==> src/rtl/dma_pkg.sv <==
// rtl/dma_pkg.sv - shared engine state type and channel-index sizing for dma_controller_mc
package dma_pkg;

  typedef enum logic [1:0] {
    IDLE  = 2'd0,
    READ  = 2'd1,
    WRITE = 2'd2
  } engine_state_e;

  // A single-channel build still needs a 1-bit index so vectors never collapse to zero width.
  function automatic int ch_idx_w(input int num_ch);
    return (num_ch > 1) ? $clog2(num_ch) : 1;
  endfunction

endpackage

==> src/rtl/dma_controller_mc_if.sv <==
// rtl/dma_controller_mc_if.sv - UART receive and memory write bundle of dma_controller_mc
interface dma_controller_mc_if #(
  parameter int NUM_CH     = 2,
  parameter int DATA_WIDTH = 8,
  parameter int ADDR_WIDTH = 8
);

  logic [NUM_CH*DATA_WIDTH-1:0] uart_data;
  logic [NUM_CH-1:0]            uart_data_valid;
  logic [NUM_CH-1:0]            uart_read_enable;
  logic [ADDR_WIDTH-1:0]        memory_write_address;
  logic [DATA_WIDTH-1:0]        memory_write_data;
  logic                         memory_write_enable;

  modport master (
    input  uart_data,
    input  uart_data_valid,
    output uart_read_enable,
    output memory_write_address,
    output memory_write_data,
    output memory_write_enable
  );

  modport slave (
    output uart_data,
    output uart_data_valid,
    input  uart_read_enable,
    input  memory_write_address,
    input  memory_write_data,
    input  memory_write_enable
  );

endinterface

==> src/rtl/dma_rr_arbiter.sv <==
// rtl/dma_rr_arbiter.sv - combinational round-robin pick of the first requester at or after ptr
module dma_rr_arbiter
  import dma_pkg::*;
#(
  parameter int NUM_CH = 2,
  parameter int IDX_W  = ch_idx_w(NUM_CH)
) (
  input  logic [NUM_CH-1:0] req,
  input  logic [IDX_W-1:0]  ptr,
  output logic [NUM_CH-1:0] grant,
  output logic [IDX_W-1:0]  grant_idx,
  output logic              grant_valid
);

  logic [IDX_W-1:0] cand;

  always_comb begin
    grant       = '0;
    grant_idx   = '0;
    grant_valid = 1'b0;
    cand        = '0;
    for (int i = 0; i < NUM_CH; i++) begin
      cand = IDX_W'((int'(ptr) + i) % NUM_CH);
      if (!grant_valid && req[cand]) begin
        grant_valid = 1'b1;
        grant[cand] = 1'b1;
        grant_idx   = cand;
      end
    end
  end

endmodule

==> src/rtl/dma_controller_mc.sv <==
// rtl/dma_controller_mc.sv - NUM_CH UART-to-memory DMA channels sharing one byte-granular write engine
// DMA_CIRCULAR_EN adds the circular input for auto-reloading transfers.
module dma_controller_mc
  import dma_pkg::*;
#(
  parameter int DATA_WIDTH = 8,
  parameter int ADDR_WIDTH = 8,
  parameter int SIZE_WIDTH = 8,
  parameter int NUM_CH     = 2
) (
  input  logic                         clk,
  input  logic                         rstn,
`ifdef DMA_CIRCULAR_EN
  input  logic [NUM_CH-1:0]            circular,
`endif
  input  logic [NUM_CH-1:0]            start,
  input  logic [NUM_CH-1:0]            abort,
  input  logic [NUM_CH*ADDR_WIDTH-1:0] start_address,
  input  logic [NUM_CH*SIZE_WIDTH-1:0] transfer_size,
  output logic [NUM_CH-1:0]            busy,
  output logic [NUM_CH-1:0]            done,
  dma_controller_mc_if.master          bus
);

  localparam int IDX_W = ch_idx_w(NUM_CH);

  engine_state_e         state;
  logic [IDX_W-1:0]      grant;
  logic [IDX_W-1:0]      rr_ptr;
  logic [NUM_CH-1:0]     start_q;
  logic [NUM_CH-1:0]     circ_q;
  logic [NUM_CH-1:0]     circ_in;
  logic [ADDR_WIDTH-1:0] base_q   [NUM_CH];
  logic [ADDR_WIDTH-1:0] offset_q [NUM_CH];
  logic [SIZE_WIDTH-1:0] size_q   [NUM_CH];
  logic [SIZE_WIDTH-1:0] remain_q [NUM_CH];
  logic [NUM_CH-1:0]     rd_en_q;
  logic                  wr_en_q;
  logic [ADDR_WIDTH-1:0] wr_addr_q;
  logic [DATA_WIDTH-1:0] wr_data_q;
  logic [NUM_CH-1:0]     start_edge;
  logic [NUM_CH-1:0]     req;
  logic [NUM_CH-1:0]     arb_grant;
  logic [IDX_W-1:0]      arb_idx;
  logic                  arb_any;
  logic [DATA_WIDTH-1:0] grant_data;

`ifdef DMA_CIRCULAR_EN
  assign circ_in = circular;
`else
  assign circ_in = '0;
`endif

  assign start_edge = start & ~start_q;
  assign req        = busy & ~abort;
  assign grant_data = bus.uart_data[grant*DATA_WIDTH +: DATA_WIDTH];

  assign bus.uart_read_enable     = rd_en_q;
  assign bus.memory_write_enable  = wr_en_q;
  assign bus.memory_write_address = wr_addr_q;
  assign bus.memory_write_data    = wr_data_q;

  dma_rr_arbiter #(
    .NUM_CH (NUM_CH),
    .IDX_W  (IDX_W)
  ) u_arb (
    .req         (req),
    .ptr         (rr_ptr),
    .grant       (arb_grant),
    .grant_idx   (arb_idx),
    .grant_valid (arb_any)
  );

  always_ff @(posedge clk or negedge rstn) begin
    if (!rstn) begin
      state     <= IDLE;
      grant     <= '0;
      rr_ptr    <= '0;
      start_q   <= '0;
      circ_q    <= '0;
      busy      <= '0;
      done      <= '0;
      rd_en_q   <= '0;
      wr_en_q   <= 1'b0;
      wr_addr_q <= '0;
      wr_data_q <= '0;
      for (int c = 0; c < NUM_CH; c++) begin
        base_q[c]   <= '0;
        offset_q[c] <= '0;
        size_q[c]   <= '0;
        remain_q[c] <= '0;
      end
    end else begin
      start_q <= start;

      for (int c = 0; c < NUM_CH; c++) begin
        // Circular channels report each finished pass as a one-cycle pulse.
        if (circ_q[c] && done[c]) begin
          done[c] <= 1'b0;
        end
        if (abort[c]) begin
          busy[c] <= 1'b0;
        end else if (start_edge[c] && !busy[c]) begin
          base_q[c]   <= start_address[c*ADDR_WIDTH +: ADDR_WIDTH];
          size_q[c]   <= transfer_size[c*SIZE_WIDTH +: SIZE_WIDTH];
          remain_q[c] <= transfer_size[c*SIZE_WIDTH +: SIZE_WIDTH];
          offset_q[c] <= '0;
          circ_q[c]   <= circ_in[c];
          busy[c]     <= (transfer_size[c*SIZE_WIDTH +: SIZE_WIDTH] != '0);
          done[c]     <= (transfer_size[c*SIZE_WIDTH +: SIZE_WIDTH] == '0);
        end
      end

      case (state)
        IDLE: begin
          if (arb_any) begin
            grant   <= arb_idx;
            rd_en_q <= arb_grant;
            state   <= READ;
          end
        end

        READ: begin
          // Abort beats a simultaneous valid: the byte is left in the UART.
          if (abort[grant]) begin
            rd_en_q <= '0;
            state   <= IDLE;
          end else if (bus.uart_data_valid[grant]) begin
            rd_en_q   <= '0;
            wr_en_q   <= 1'b1;
            wr_addr_q <= base_q[grant] + offset_q[grant];
            wr_data_q <= grant_data;
            state     <= WRITE;
          end
        end

        WRITE: begin
          wr_en_q <= 1'b0;
          rr_ptr  <= (grant == IDX_W'(NUM_CH - 1)) ? '0 : grant + IDX_W'(1);
          state   <= IDLE;
          if (busy[grant] && !abort[grant]) begin
            offset_q[grant] <= offset_q[grant] + ADDR_WIDTH'(1);
            remain_q[grant] <= remain_q[grant] - SIZE_WIDTH'(1);
            if (remain_q[grant] == SIZE_WIDTH'(1)) begin
              done[grant] <= 1'b1;
              if (circ_q[grant]) begin
                offset_q[grant] <= '0;
                remain_q[grant] <= size_q[grant];
              end else begin
                busy[grant] <= 1'b0;
              end
            end
          end
        end

        default: begin
          rd_en_q <= '0;
          wr_en_q <= 1'b0;
          state   <= IDLE;
        end
      endcase
    end
  end

endmodule

==> src/flat_wrapper.sv <==
// flat-port wrapper written by rule: the top's interface ports become plain ports
module dma_controller_mc_flat import dma_pkg::*;
#(
  parameter int DATA_WIDTH = 8,
  parameter int ADDR_WIDTH = 8,
  parameter int SIZE_WIDTH = 8,
  parameter int NUM_CH     = 2
)
  (clk, rstn, start, abort, start_address, transfer_size, busy, done, bus_uart_data, bus_uart_data_valid, bus_uart_read_enable, bus_memory_write_address, bus_memory_write_data, bus_memory_write_enable);
  dma_controller_mc_if #(.NUM_CH(NUM_CH), .DATA_WIDTH(DATA_WIDTH), .ADDR_WIDTH(ADDR_WIDTH)) bus_i ();
  input  logic clk;
  input  logic rstn;
  input  logic [NUM_CH-1:0] start;
  input  logic [NUM_CH-1:0] abort;
  input  logic [NUM_CH*ADDR_WIDTH-1:0] start_address;
  input  logic [NUM_CH*SIZE_WIDTH-1:0] transfer_size;
  output logic [NUM_CH-1:0] busy;
  output logic [NUM_CH-1:0] done;
  input wire logic [$bits(bus_i.uart_data)-1:0] bus_uart_data;
  input wire logic [$bits(bus_i.uart_data_valid)-1:0] bus_uart_data_valid;
  output wire logic [$bits(bus_i.uart_read_enable)-1:0] bus_uart_read_enable;
  output wire logic [$bits(bus_i.memory_write_address)-1:0] bus_memory_write_address;
  output wire logic [$bits(bus_i.memory_write_data)-1:0] bus_memory_write_data;
  output wire logic [$bits(bus_i.memory_write_enable)-1:0] bus_memory_write_enable;
  assign bus_i.uart_data = bus_uart_data;
  assign bus_i.uart_data_valid = bus_uart_data_valid;
  assign bus_uart_read_enable = bus_i.uart_read_enable;
  assign bus_memory_write_address = bus_i.memory_write_address;
  assign bus_memory_write_data = bus_i.memory_write_data;
  assign bus_memory_write_enable = bus_i.memory_write_enable;
  dma_controller_mc #(.DATA_WIDTH(DATA_WIDTH), .ADDR_WIDTH(ADDR_WIDTH), .SIZE_WIDTH(SIZE_WIDTH), .NUM_CH(NUM_CH)) u_core (.clk(clk), .rstn(rstn), .start(start), .abort(abort), .start_address(start_address), .transfer_size(transfer_size), .busy(busy), .done(done), .bus(bus_i));
endmodule
==> config.mk <==
export PLATFORM = sky130hd
export DESIGN_NAME = dma_controller_mc_flat
export DESIGN_NICKNAME = d
export VERILOG_FILES = /design/src/rtl/dma_pkg.sv /design/src/rtl/dma_controller_mc_if.sv /design/src/rtl/dma_rr_arbiter.sv /design/src/rtl/dma_controller_mc.sv /design/src/flat_wrapper.sv
export SDC_FILE = /design/constraint.sdc
export NUM_CORES = 1
export LEC_CHECK = 0
export ABC_AREA = 1
export CAP_MARGIN = 20
export CORE_MARGIN = 3
export CORE_UTILIZATION = 50
export CTS_BUF_LIST = sky130_fd_sc_hd__clkbuf_16
export DETAILED_ROUTE_END_ITERATION = 12
export DONT_BUFFER_PORTS = 1
export GPL_ROUTABILITY_DRIVEN = 1
export PLACE_DENSITY = 0.75
export SLEW_MARGIN = 20
export SYNTH_ARGS = -nofsm -noshare
export SYNTH_HDL_FRONTEND = slang
export SYNTH_SLANG_ARGS = --single-unit
==> constraint.sdc <==
create_clock -name clk -period 5.25 [get_ports clk]
set_input_delay 1.05 -clock clk [delete_from_list [all_inputs] [get_ports clk]]
set_output_delay 1.05 -clock clk [all_outputs]
set_load 0.05 [all_outputs]
==> flow_summary_export.csv <==
group,metric,value,unit
worst_setup_path,path_class,"flop to flop",
routing,vias_per_cell,5.31,
die,initial_core_util,0.521,
worst_hold_path,hold_path.class,"primary input to asynchronous set/reset pin",
clocking,htreeDepth,3,
placement,hpwl,7.28,mm
layout,nets,689,
clocking,cts_hold_buf,0,
grt,track_usage,0.210,
sta,rsz0062_at_grt,"false",
power,p_sw,0.00102,W
power,power.internal,0.00126,W
power,p_leak,2.55,nW
layout,final_cell_mix,"294 x nand2_1, 76 x dfrtp_1, 53 x inv_1, 41 x nand3_1, 29 x o21ai_0",
synth,yosys-top-cells-area,"dfrtp_1 42%, nand2_1 24%, nand3_1 4.5%",
clocking,clock-sinks,77,
layout,design_area,4810,um^2
grt,grt_pass1_vias,3786,
clocking,cts_tree,"yes",
grt,grt_max_degree,78,
layout,multiInputGateArea,2240,um^2
synth,synth-seq-cells,77,
sta,whs,0.403,ns
routing,drtIter0Drc,222,
synth,syn_nets,699,
sta,finalHoldViolations,0,
placement,gp_congestion,0.957,
worst_setup_path,worst_ep_required_time,5.47,ns
placement,placedCellCount,719,
synth,synth_edf_count,0,
sta,fin_skew,0.00734,ns
power,p_clk_frac,0.247,
sta,fmaxAchievable,0.407,GHz
sta,maxSlewHeadroom,0.592,
power,power.density,473,nW/um^2
layout,area_growth,4.82,%
synth,yosys.area.top_type,"dfrtp_1",
layout,seqCellArea,1930,um^2
layout,drive_above_1_share,0.0973,
grt,antenna_found_initial,0,
die,core,8810,um^2
placement,pre_cts_slack,2.64,ns
grt,gr-total-overflow,0,
synth,synth_top_area_share,0.420,
sta,setup_ws,2.79,ns
sta,worst_slew_pin_slew,0.610,ns
flow_run,drv_cap,0,
worst_setup_path,crit_path_end_kind,"flop",
power,combPwrFrac,0.295,
synth,ys_async_sr_fraction,1.00,
routing,drt_wl_total,10.2,mm
clocking,cts_buffers,9,
synth,synth_cell_types,36,
outcome,status,"completed",
die,dieHeight,102,um
layout,nFillCells,855,
routing,remaining_drc_errors,0,
layout,final_cells,735,
worst_setup_path,critPathMaxFanout,53,
routing,via_count,3900,
routing,firstDrtPassIters,5,
synth,synth_warnings,0,
clocking,cts_setup_buffers,0,
synth,ys_seq_area_frac,0.420,
synth,post_synth.cell_area_avg,7.26,um^2
worst_setup_path,critPathLaunchType,"flop",
synth,synthCells,632,
layout,layout_commonest_cell,"nand2_1",
die,rows,34,
die,ioPinCount,79,
clocking,cts.clk_slew.worst_paths,0.06,ns
die,die_area,10400,um^2
power,peakVddDrop,189,uV
synth,synthFlopType,"dfrtp_1",
grt,grt_pass1_wl,17.4,mm
clocking,cts_buffer_depth,2,
sta,setup_viol,0,
clocking,worstSkewPairLatency,0.34,ns
sta,slew_violations,0,
clocking,cts_resized,0,
synth,syn_area,4590,um^2
clocking,cts-root-buf,"clkbuf_16",
worst_setup_path,cp.arrival,2.67,ns
sta,setup_tns,0,ns
sta,min_period_over_period,0.468,
power,pwr-share-seq,0.458,
die,die_x,102,um
placement,placed_area,4540,um^2
layout,n_antenna_cell,0,
power,p_sw_frac,0.447,
routing,drtAntennaViolNets,0,
sta,fin_crit,2.46,ns
placement,port_buffers,0,
routing,detail_route.wl_per_cell,13.9,um
## through the flow
stage                     power [W]   util
after floorplan             0.00162      -
after global placement      0.00169  0.516
after detailed placement    0.00171  0.516
after CTS                   0.00228  0.546
after global routing        0.00243  0.546
final                       0.00227  0.546
## kinds of logic after synthesis
kind of cell               Yosys count  share of synthesized area
xor gates and xnor gates             5                    0.00954
buffers and inverters               82                     0.0916
DFF                                 77                      0.420
adders and majority gates           11                     0.0316
and+or+nand+nor                    398                      0.373
AOI/OAI and AO/OA                   59                     0.0741
## layout make-up
cell class                      count  area share
Clock buffer                        9      0.0468
Clock inverter                      7     0.00884
Inverter                           60      0.0478
Multi-Input combinational cell    473       0.466
Sequential cell                    77       0.401
Tap cell                          108      0.0281
Timing Repair Buffer                1     0.00156
## registers in the layout, summed over array words and instances, names as in the netlist
signal and cells:
u_core.base_q 16, u_core.bus.uart_read_enable 2, u_core.state 2, u_core.bus.memory_write_data 8
u_core.busy 2, u_core.bus.memory_write_enable 1, u_core.done 2, u_core.remain_q 16
u_core.rr_ptr 1, u_core.bus.memory_write_address 8, u_core.start_q 2, u_core.offset_q 16
u_core.grant 1
## worst max-delay path, stage by stage (launching register included)
cell and delay [ns]:
dfrtp_2 0.34, buf_4 0.48, inv_6 0.22, nand2_1 0.12
nand2_1 0.09, ha_1 0.23, fa_1 0.43, nand3_1 0.09
nand3_1 0.09, xnor2_1 0.16, o21ai_1 0.09
## worst paths after layout
kind | startpoint | slack [ns] | end | depth (start not counted)
setup / recovery | u_core.grant | 2.79 | u_core.bus.memory_write_address[4] | 10
hold / removal | rstn | 0.40 | u_core.grant | 0
setup reg to reg | u_core.grant | 2.79 | u_core.bus.memory_write_address[4] | 10
hold reg to reg | u_core.base_q[8] | 0.47 | u_core.base_q[8] | 2
max in group asynchronous | rstn | 4.72 | u_core.remain_q[7] | 0
min in group clk | u_core.base_q[8] | 0.47 | u_core.base_q[8] | 2
## layer usage
layer | routed length [um] | vias to the layer above | GRT usage
li1 | - | 1957 | -
met4 | 201 | 0 | 0.0747
met2 | 4860 | 128 | 0.349
met1 | 4600 | 1791 | 0.274
met3 | 581 | 24 | 0.0416
met5 | 0 | - | 0
## cell usage after synthesis, types with 2 or more instances
cell type / n
nand4_1: 3
o21ai_1: 8
nand3_1: 41
nor2_1: 23
inv_2: 6
buf_6: 9
a21oi_1: 6
o21ai_2: 5
clkbuf_1: 3
or2_1: 4
buf_2: 5
nor2_4: 4
o21ai_0: 29
nor2_2: 3
dfrtp_1: 77
xnor2_1: 4
o211ai_1: 9
or2_2: 6
nand2_2: 13
buf_4: 3
ha_1: 10
buf_8: 2
nand2_1: 294
inv_1: 53
## power by group through the flow
stage	sequential [W]	clock [W]	combinational (W)
after floorplan	0.00103	0	0.000590
after global placement	0.00105	0	0.000637
after detailed placement	0.00105	0	0.000659
after CTS	0.00104	0.000572	0.000668
after global routing	0.00106	0.000599	0.000768
final	0.00104	0.000562	0.000671
(Power assumes the default switching activity.)
